[src/rtl/trdb_pkg.sv]
// Shared types and constants for the trace debugger control path.
package trdb_pkg;

  localparam int unsigned XLEN               = 32;
  localparam int unsigned RESYNC_MAX_DEFAULT = 256;

  typedef enum logic [1:0] {
    PKT_START  = 2'd0,
    PKT_STOP   = 2'd1,
    PKT_RESYNC = 2'd2
  } pkt_kind_e;

  typedef enum logic [2:0] {
    ST_OFF,
    ST_WAIT_QUAL,
    ST_START_PKT,
    ST_TRACING,
    ST_RESYNC_PKT,
    ST_STOP_PKT,
    ST_DEACT
  } trace_ctrl_state_e;

endpackage

[src/rtl/trdb_resync_cnt.sv]
// Counts qualified instructions between resync packets; flags the terminal count.
module trdb_resync_cnt #(
  parameter int unsigned MAX = 256
) (
  input  logic clk_i,
  input  logic rst_i,
  input  logic en_i,
  input  logic clr_i,
  output logic tc_o
);

  localparam int unsigned CW = $clog2(MAX);

  logic [CW-1:0] cnt_q, cnt_d;

  always_comb begin
    cnt_d = cnt_q;
    if (clr_i) begin
      cnt_d = '0;
    end else if (en_i) begin
      cnt_d = cnt_q + CW'(1);
    end
  end

  always_ff @(posedge clk_i or posedge rst_i) begin
    if (rst_i) begin
      cnt_q <= '0;
    end else begin
      cnt_q <= cnt_d;
    end
  end

  assign tc_o = (cnt_q == CW'(MAX - 1));

endmodule

[src/rtl/trdb_trace_ctrl.sv]
// Tracing-session sequencer: qualifies retirements and requests START/STOP/RESYNC packets.
module trdb_trace_ctrl #(
  parameter int unsigned XLEN       = trdb_pkg::XLEN,
  parameter int unsigned RESYNC_MAX = trdb_pkg::RESYNC_MAX_DEFAULT
) (
  input  logic            clk_i,
  input  logic            rst_i,
  input  logic            trace_activated_i,
  input  logic            apply_filters_i,
  input  logic            trace_range_match_i,
  input  logic            trace_priv_match_i,
  input  logic            trace_stop_event_i,
  input  logic            iretire_i,
  input  logic [XLEN-1:0] iaddr_i,
  output logic            pkt_req_o,
  input  logic            pkt_ready_i,
  output logic [1:0]      pkt_type_o,
  output logic [XLEN-1:0] pkt_addr_o,
  output logic            trace_qualified_o,
  output logic            trace_req_deactivate_o,
  output logic            busy_o
);

  import trdb_pkg::*;

  trace_ctrl_state_e state_q, state_d;
  logic              stop_pend_q, stop_pend_d;
  logic              deact_pend_q, deact_pend_d;
  logic [XLEN-1:0]   start_addr_q, start_addr_d;
  logic [XLEN-1:0]   last_addr_q, last_addr_d;
  logic              qual, cnt_en, cnt_clr, cnt_tc;
  pkt_kind_e         pkt_kind;

  assign qual = iretire_i & (~apply_filters_i | (trace_range_match_i & trace_priv_match_i));

  trdb_resync_cnt #(.MAX(RESYNC_MAX)) u_resync_cnt (
    .clk_i (clk_i),
    .rst_i (rst_i),
    .en_i  (cnt_en),
    .clr_i (cnt_clr),
    .tc_o  (cnt_tc)
  );

  always_comb begin
    state_d                = state_q;
    stop_pend_d            = stop_pend_q;
    deact_pend_d           = deact_pend_q;
    start_addr_d           = start_addr_q;
    last_addr_d            = last_addr_q;
    cnt_en                 = 1'b0;
    cnt_clr                = 1'b0;
    pkt_req_o              = 1'b0;
    pkt_kind               = PKT_START;
    pkt_addr_o             = '0;
    trace_qualified_o      = 1'b0;
    trace_req_deactivate_o = 1'b0;

    unique case (state_q)
      ST_OFF: begin
        if (trace_activated_i) state_d = ST_WAIT_QUAL;
      end
      ST_WAIT_QUAL: begin
        if (!trace_activated_i) begin
          state_d = ST_OFF;
        end else if (trace_stop_event_i) begin
          state_d = ST_DEACT;
        end else if (qual) begin
          state_d      = ST_START_PKT;
          start_addr_d = iaddr_i;
        end
      end
      ST_START_PKT: begin
        pkt_req_o  = 1'b1;
        pkt_kind   = PKT_START;
        pkt_addr_o = start_addr_q;
        if (trace_stop_event_i) stop_pend_d = 1'b1;
        if (pkt_ready_i) begin
          // A stop arriving on the handshake cycle counts as pending.
          if (stop_pend_q || trace_stop_event_i || !trace_activated_i) begin
            state_d     = ST_STOP_PKT;
            last_addr_d = start_addr_q;
          end else begin
            state_d = ST_TRACING;
            cnt_clr = 1'b1;
          end
        end
      end
      ST_TRACING: begin
        trace_qualified_o = qual;
        if (qual) begin
          last_addr_d = iaddr_i;
          cnt_en      = 1'b1;
        end
        if (trace_stop_event_i) begin
          state_d     = ST_STOP_PKT;
          stop_pend_d = 1'b1;
        end else if (!trace_activated_i || (iretire_i && !qual)) begin
          state_d = ST_STOP_PKT;
        end else if (qual && cnt_tc) begin
          // last_addr takes iaddr this cycle, so it doubles as the resync address.
          state_d = ST_RESYNC_PKT;
          cnt_clr = 1'b1;
        end
      end
      ST_RESYNC_PKT: begin
        pkt_req_o  = 1'b1;
        pkt_kind   = PKT_RESYNC;
        pkt_addr_o = last_addr_q;
        if (trace_stop_event_i) stop_pend_d = 1'b1;
        if (!trace_activated_i) deact_pend_d = 1'b1;
        if (pkt_ready_i) begin
          if (stop_pend_q || trace_stop_event_i || deact_pend_q || !trace_activated_i) begin
            state_d = ST_STOP_PKT;
          end else begin
            state_d = ST_TRACING;
          end
        end
      end
      ST_STOP_PKT: begin
        pkt_req_o  = 1'b1;
        pkt_kind   = PKT_STOP;
        pkt_addr_o = last_addr_q;
        if (trace_stop_event_i) stop_pend_d = 1'b1;
        if (pkt_ready_i) begin
          deact_pend_d = 1'b0;
          if (stop_pend_q || trace_stop_event_i) begin
            state_d = ST_DEACT;
          end else if (!trace_activated_i || deact_pend_q) begin
            state_d = ST_OFF;
          end else begin
            state_d = ST_WAIT_QUAL;
          end
        end
      end
      ST_DEACT: begin
        trace_req_deactivate_o = 1'b1;
        if (!trace_activated_i) begin
          state_d     = ST_OFF;
          stop_pend_d = 1'b0;
        end
      end
      default: state_d = ST_OFF;
    endcase
  end

  assign pkt_type_o = pkt_kind;
  assign busy_o     = (state_q != ST_OFF);

  always_ff @(posedge clk_i or posedge rst_i) begin
    if (rst_i) begin
      state_q      <= ST_OFF;
      stop_pend_q  <= 1'b0;
      deact_pend_q <= 1'b0;
      start_addr_q <= '0;
      last_addr_q  <= '0;
    end else begin
      state_q      <= state_d;
      stop_pend_q  <= stop_pend_d;
      deact_pend_q <= deact_pend_d;
      start_addr_q <= start_addr_d;
      last_addr_q  <= last_addr_d;
    end
  end

endmodule

[config.mk]
export PLATFORM = sky130hd
export DESIGN_NAME = trdb_trace_ctrl
export DESIGN_NICKNAME = d
export VERILOG_FILES = /design/src/rtl/trdb_pkg.sv /design/src/rtl/trdb_resync_cnt.sv /design/src/rtl/trdb_trace_ctrl.sv
export SDC_FILE = /design/constraint.sdc
export NUM_CORES = 1
export LEC_CHECK = 0
export BUFFER_PORTS_ARGS = -buffer_cell sky130_fd_sc_hd__buf_2
export CAP_MARGIN = 20
export CORE_AREA = 4 4 102 94
export CTS_BUF_LIST = sky130_fd_sc_hd__clkbuf_2
export DETAILED_ROUTE_END_ITERATION = 6
export DIE_AREA = 0 0 106 98
export PLACE_DENSITY = 0.79
export SETUP_SLACK_MARGIN = 0.2
export SYNTH_ARGS = -nofsm -noshare
export SYNTH_HDL_FRONTEND = slang
export SYNTH_SLANG_ARGS = --single-unit
export TNS_END_PERCENT = 100
[constraint.sdc]
create_clock -name clk_i -period 6.5 [get_ports clk_i]
set_input_delay 1.3 -clock clk_i [delete_from_list [all_inputs] [get_ports clk_i]]
set_output_delay 1.3 -clock clk_i [all_outputs]
set_load 0.1 [all_outputs]
==> run_results.csv <==
group,metric,value,unit
clock_tree,worst_skew_pair.late_latency,0.52,ns
grt,global_route.overflow_total,0,
routing,detail-route-antenna-nets,0,
logic_synthesis,yosysTopAreaCellShare,0.4634,
critical_path,cp_data_required_time,5.20,ns
clock_tree,cts_buffers,9,
routing,wl_met3,599,um
logic_synthesis,synth.net_count,364,
placed_design,place_congestion,0.8028,
critical_path,reg2reg_slack,3.76,ns
logic_synthesis,yosysTopAreaCell,"dfrtp_1",
clock_tree,cts.repair_timing.setup_buffer_count,0,
timing,layout_skew,0.02749,ns
layout,fraction_of_layout_cells_with_a_size_suffix_above_1,0.5164,
critical_path,end_kind,"output port",
placed_design,detailed_place_hpwl,5628,um
logic_synthesis,netlist_area_before_placement,4158,um^2
timing,setup_total_negative_slack,0,ns
logic_synthesis,async_flop_share,1.000,
logic_synthesis,mean_syn_cell_area,12.91,um^2
min_path,hold_path.class,"flip-flop to flip-flop",
timing,timing.final.crit_period,4.409,ns
critical_path,destination_of_the_critical_timing_path,"trace_qualified_o",
logic_synthesis,synth-edff-count,0,
power_and_ir_drop,pwr_density_cell,536.2,nW/um^2
routing,route.detailed.drc,0,
logic_synthesis,synth_common_cells,"77 x dfrtp_1, 65 x mux2_2, 31 x a22o_1, 30 x mux2_4, 18 x nor2_1",
grt,global_route_wire_length_before_repair,14560,um
critical_path,critical-path-slowest-cell,"and3b_2",
power_and_ir_drop,vdd.ir_drop.worst,348.3,uV
layout,filler_cell_count,741,
clock_tree,number_of_clock_sinks_seen_by_cts,77,
critical_path,critical-path-top-delay-family,"simple AND/OR/NAND/NOR gates",
clock_tree,ctsLongestPathBuffers,2,
critical_path,critical_path_class,"flip-flop to output port",
routing,wl_met1,3820,um
die,placementRows,32,
critical_path,worstSetupPathDepth,3,
layout,area.sequential,1927,um^2
clock_tree,cts_resized,0,
die,top_level_ports,79,
routing,vias,2856,
logic_synthesis,syn_inst,322,
logic_synthesis,cell_types_occupying_the_most_area_after_synthesis,"dfrtp_1 46%, mux2_2 18%, mux2_4 11%",
logic_synthesis,synthDistinctLibCells,43,
critical_path,cp.arrival,3.11,ns
timing,timing.final.crit_share,0.6783,
routing,drtPass1Iterations,4,
critical_path,path_max_fanout,34,
die,floorplan.initialDensity,0.4898,
flow_run,cap_viol_max_count,0,
placed_design,buffer_ports.inserted,78,
clock_tree,cts_hold_buf,0,
run_status,status,"completed",
grt,grt_start_max_net_pins,78,
critical_path,crit_path_cell_trace,"and3b_2 -> and3_1 -> buf_2",
clock_tree,htree_num_levels,3,
grt,number_of_global_route_vias_before_repair,2986,
logic_synthesis,ys_dominant_reg_cell,"dfrtp_1",
critical_path,critical_path.max_stage_delay,0.87,ns
critical_path,worst_r2r_startpoint,"state_q[0]$_DFFE_PP0P_",
clock_tree,clkTransAtPathRegs,0.23,ns
timing,rsz0062_at_grt,"no",
timing,slew_violations,0,
layout,final_nets,434,
critical_path,rr_endpoint,"u_resync_cnt.cnt_q[3]$_DFFE_PP0P_",
critical_path,cp_num_buf_inv,1,
power_and_ir_drop,power_leakage,2.314,nW
routing,top_signal_layer_used,"met4",
clock_tree,tritoncts_clock_tree,"built",
logic_synthesis,postSynthRegisterBits,77,
routing,route.detailed.wl_per_inst,16.93,um
die,area_of_the_die,10390,um^2
die,die_width,106,um
layout,utilization,0.5506,
critical_path,setup.worst_path.start,"state_q[0]$_DFFE_PP0P_",
logic_synthesis,seq_area_frac_synth,0.4634,
routing,routed_wl,8755,um
clock_tree,ctsRootBufferMaster,"clkbuf_2",
die,die_h,98,um
die,coreArea,8488,um^2
timing,report.final.hold_viol_count,0,
layout,multiInputGateArea,2032,um^2
critical_path,startpoint_type,"flip-flop",
routing,routed-wl-met2,4287,um
timing,report.final.setup_viol,0,
grt,grt_util_all_layers,0.1739,
logic_synthesis,number_of_warnings_issued_by_yosys,0,
grt,antenna_found_initial,0,
timing,slew-limit-headroom,0.3574,
routing,detail_route.iter0.violations,123,
logic_synthesis,post-synth-top-count-cell,"dfrtp_1",
layout,synthToLayoutAreaGrowth,12.40,%
timing,worst_pin_slew,0.9639,ns
routing,drt-vias-per-instance,5.524,
timing,fmax,226.8,MHz
critical_path,worstRegToRegCells,5,
## per-layer routing
metal | up-vias | global-route usage
met5 | - | 0
met4 | 0 | 0.02988
met3 | 6 | 0.06808
met2 | 68 | 0.2858
met1 | 1462 | 0.2222
li1 | 1320 | -
## state kept, by name, indices dropped and copies added, names as in the netlist
name / count
deact_pend_q: 1
last_addr_q: 32
start_addr_q: 32
state_q: 3
stop_pend_q: 1
u_resync_cnt.cnt_q: 8
## cell usage in the layout (no fill, tap or decap), drive strengths merged, types with 6 or more instances in the layout
master  count
nand2b      6
mux2       95
nor2       19
clkbuf      9
nand2      11
buf        82
a21oi       8
dfrtp      77
inv         6
a22o       31
## cells by family after synthesis
family                     Yosys count  share of synthesized area
AOI/OAI and AO/OA                   56                     0.1086
DFF                                 77                     0.4634
xor gates and xnor gates             6                    0.01264
muxes                              100                     0.2964
and+or+nand+nor                     53                    0.06470
adders and majority gates            1                   0.003009
buffers and inverters               29                    0.05116
## worst min-delay path by stage
stage | from | end | cells after the start
after floorplan | last_addr_q[0]$_DFFE_PP0P_ | last_addr_q[0]$_DFFE_PP0P_ | 1
after global placement | last_addr_q[2]$_DFFE_PP0P_ | last_addr_q[2]$_DFFE_PP0P_ | 1
after detailed placement | last_addr_q[7]$_DFFE_PP0P_ | last_addr_q[7]$_DFFE_PP0P_ | 1
after CTS | last_addr_q[7]$_DFFE_PP0P_ | last_addr_q[7]$_DFFE_PP0P_ | 1
after global routing | last_addr_q[30]$_DFFE_PP0P_ | last_addr_q[30]$_DFFE_PP0P_ | 1
final | last_addr_q[10]$_DFFE_PP0P_ | last_addr_q[10]$_DFFE_PP0P_ | 1
## power breakdown
| group | switching, mW | total [mW] | internal, mW |
|---|---|---|---|
| Clock | 0.177 | 0.265 | 0.0885 |
| Combinational | 0.940 | 1.42 | 0.475 |
| Sequential | 0.156 | 0.825 | 0.670 |
## final cells by class
class                      instances  share of cell area
sequential                        77              0.4123
tap                              119             0.03186
inverter                           6            0.005087
antenna                            1           0.0005355
clock buffer                       9            0.009639
timing repair buffer              82             0.08996
multi-input combinational        216              0.4348
clock inverter                     7             0.01580
## stage by stage
step	cells	hold slack [ns]	setup slack, ns	total power, mW	area [um^2]
final	517	0.5380	2.091	2.506	4673
after global routing	516	0.5573	1.873	2.645	4671
after CTS	516	0.5410	2.054	2.528	4671
after detailed placement	500	0.4964	2.695	2.256	4552
after global placement	500	0.4892	2.691	2.216	4552
after floorplan	322	0.4810	2.321	2.039	4158
(Power assumes the default switching activity.)
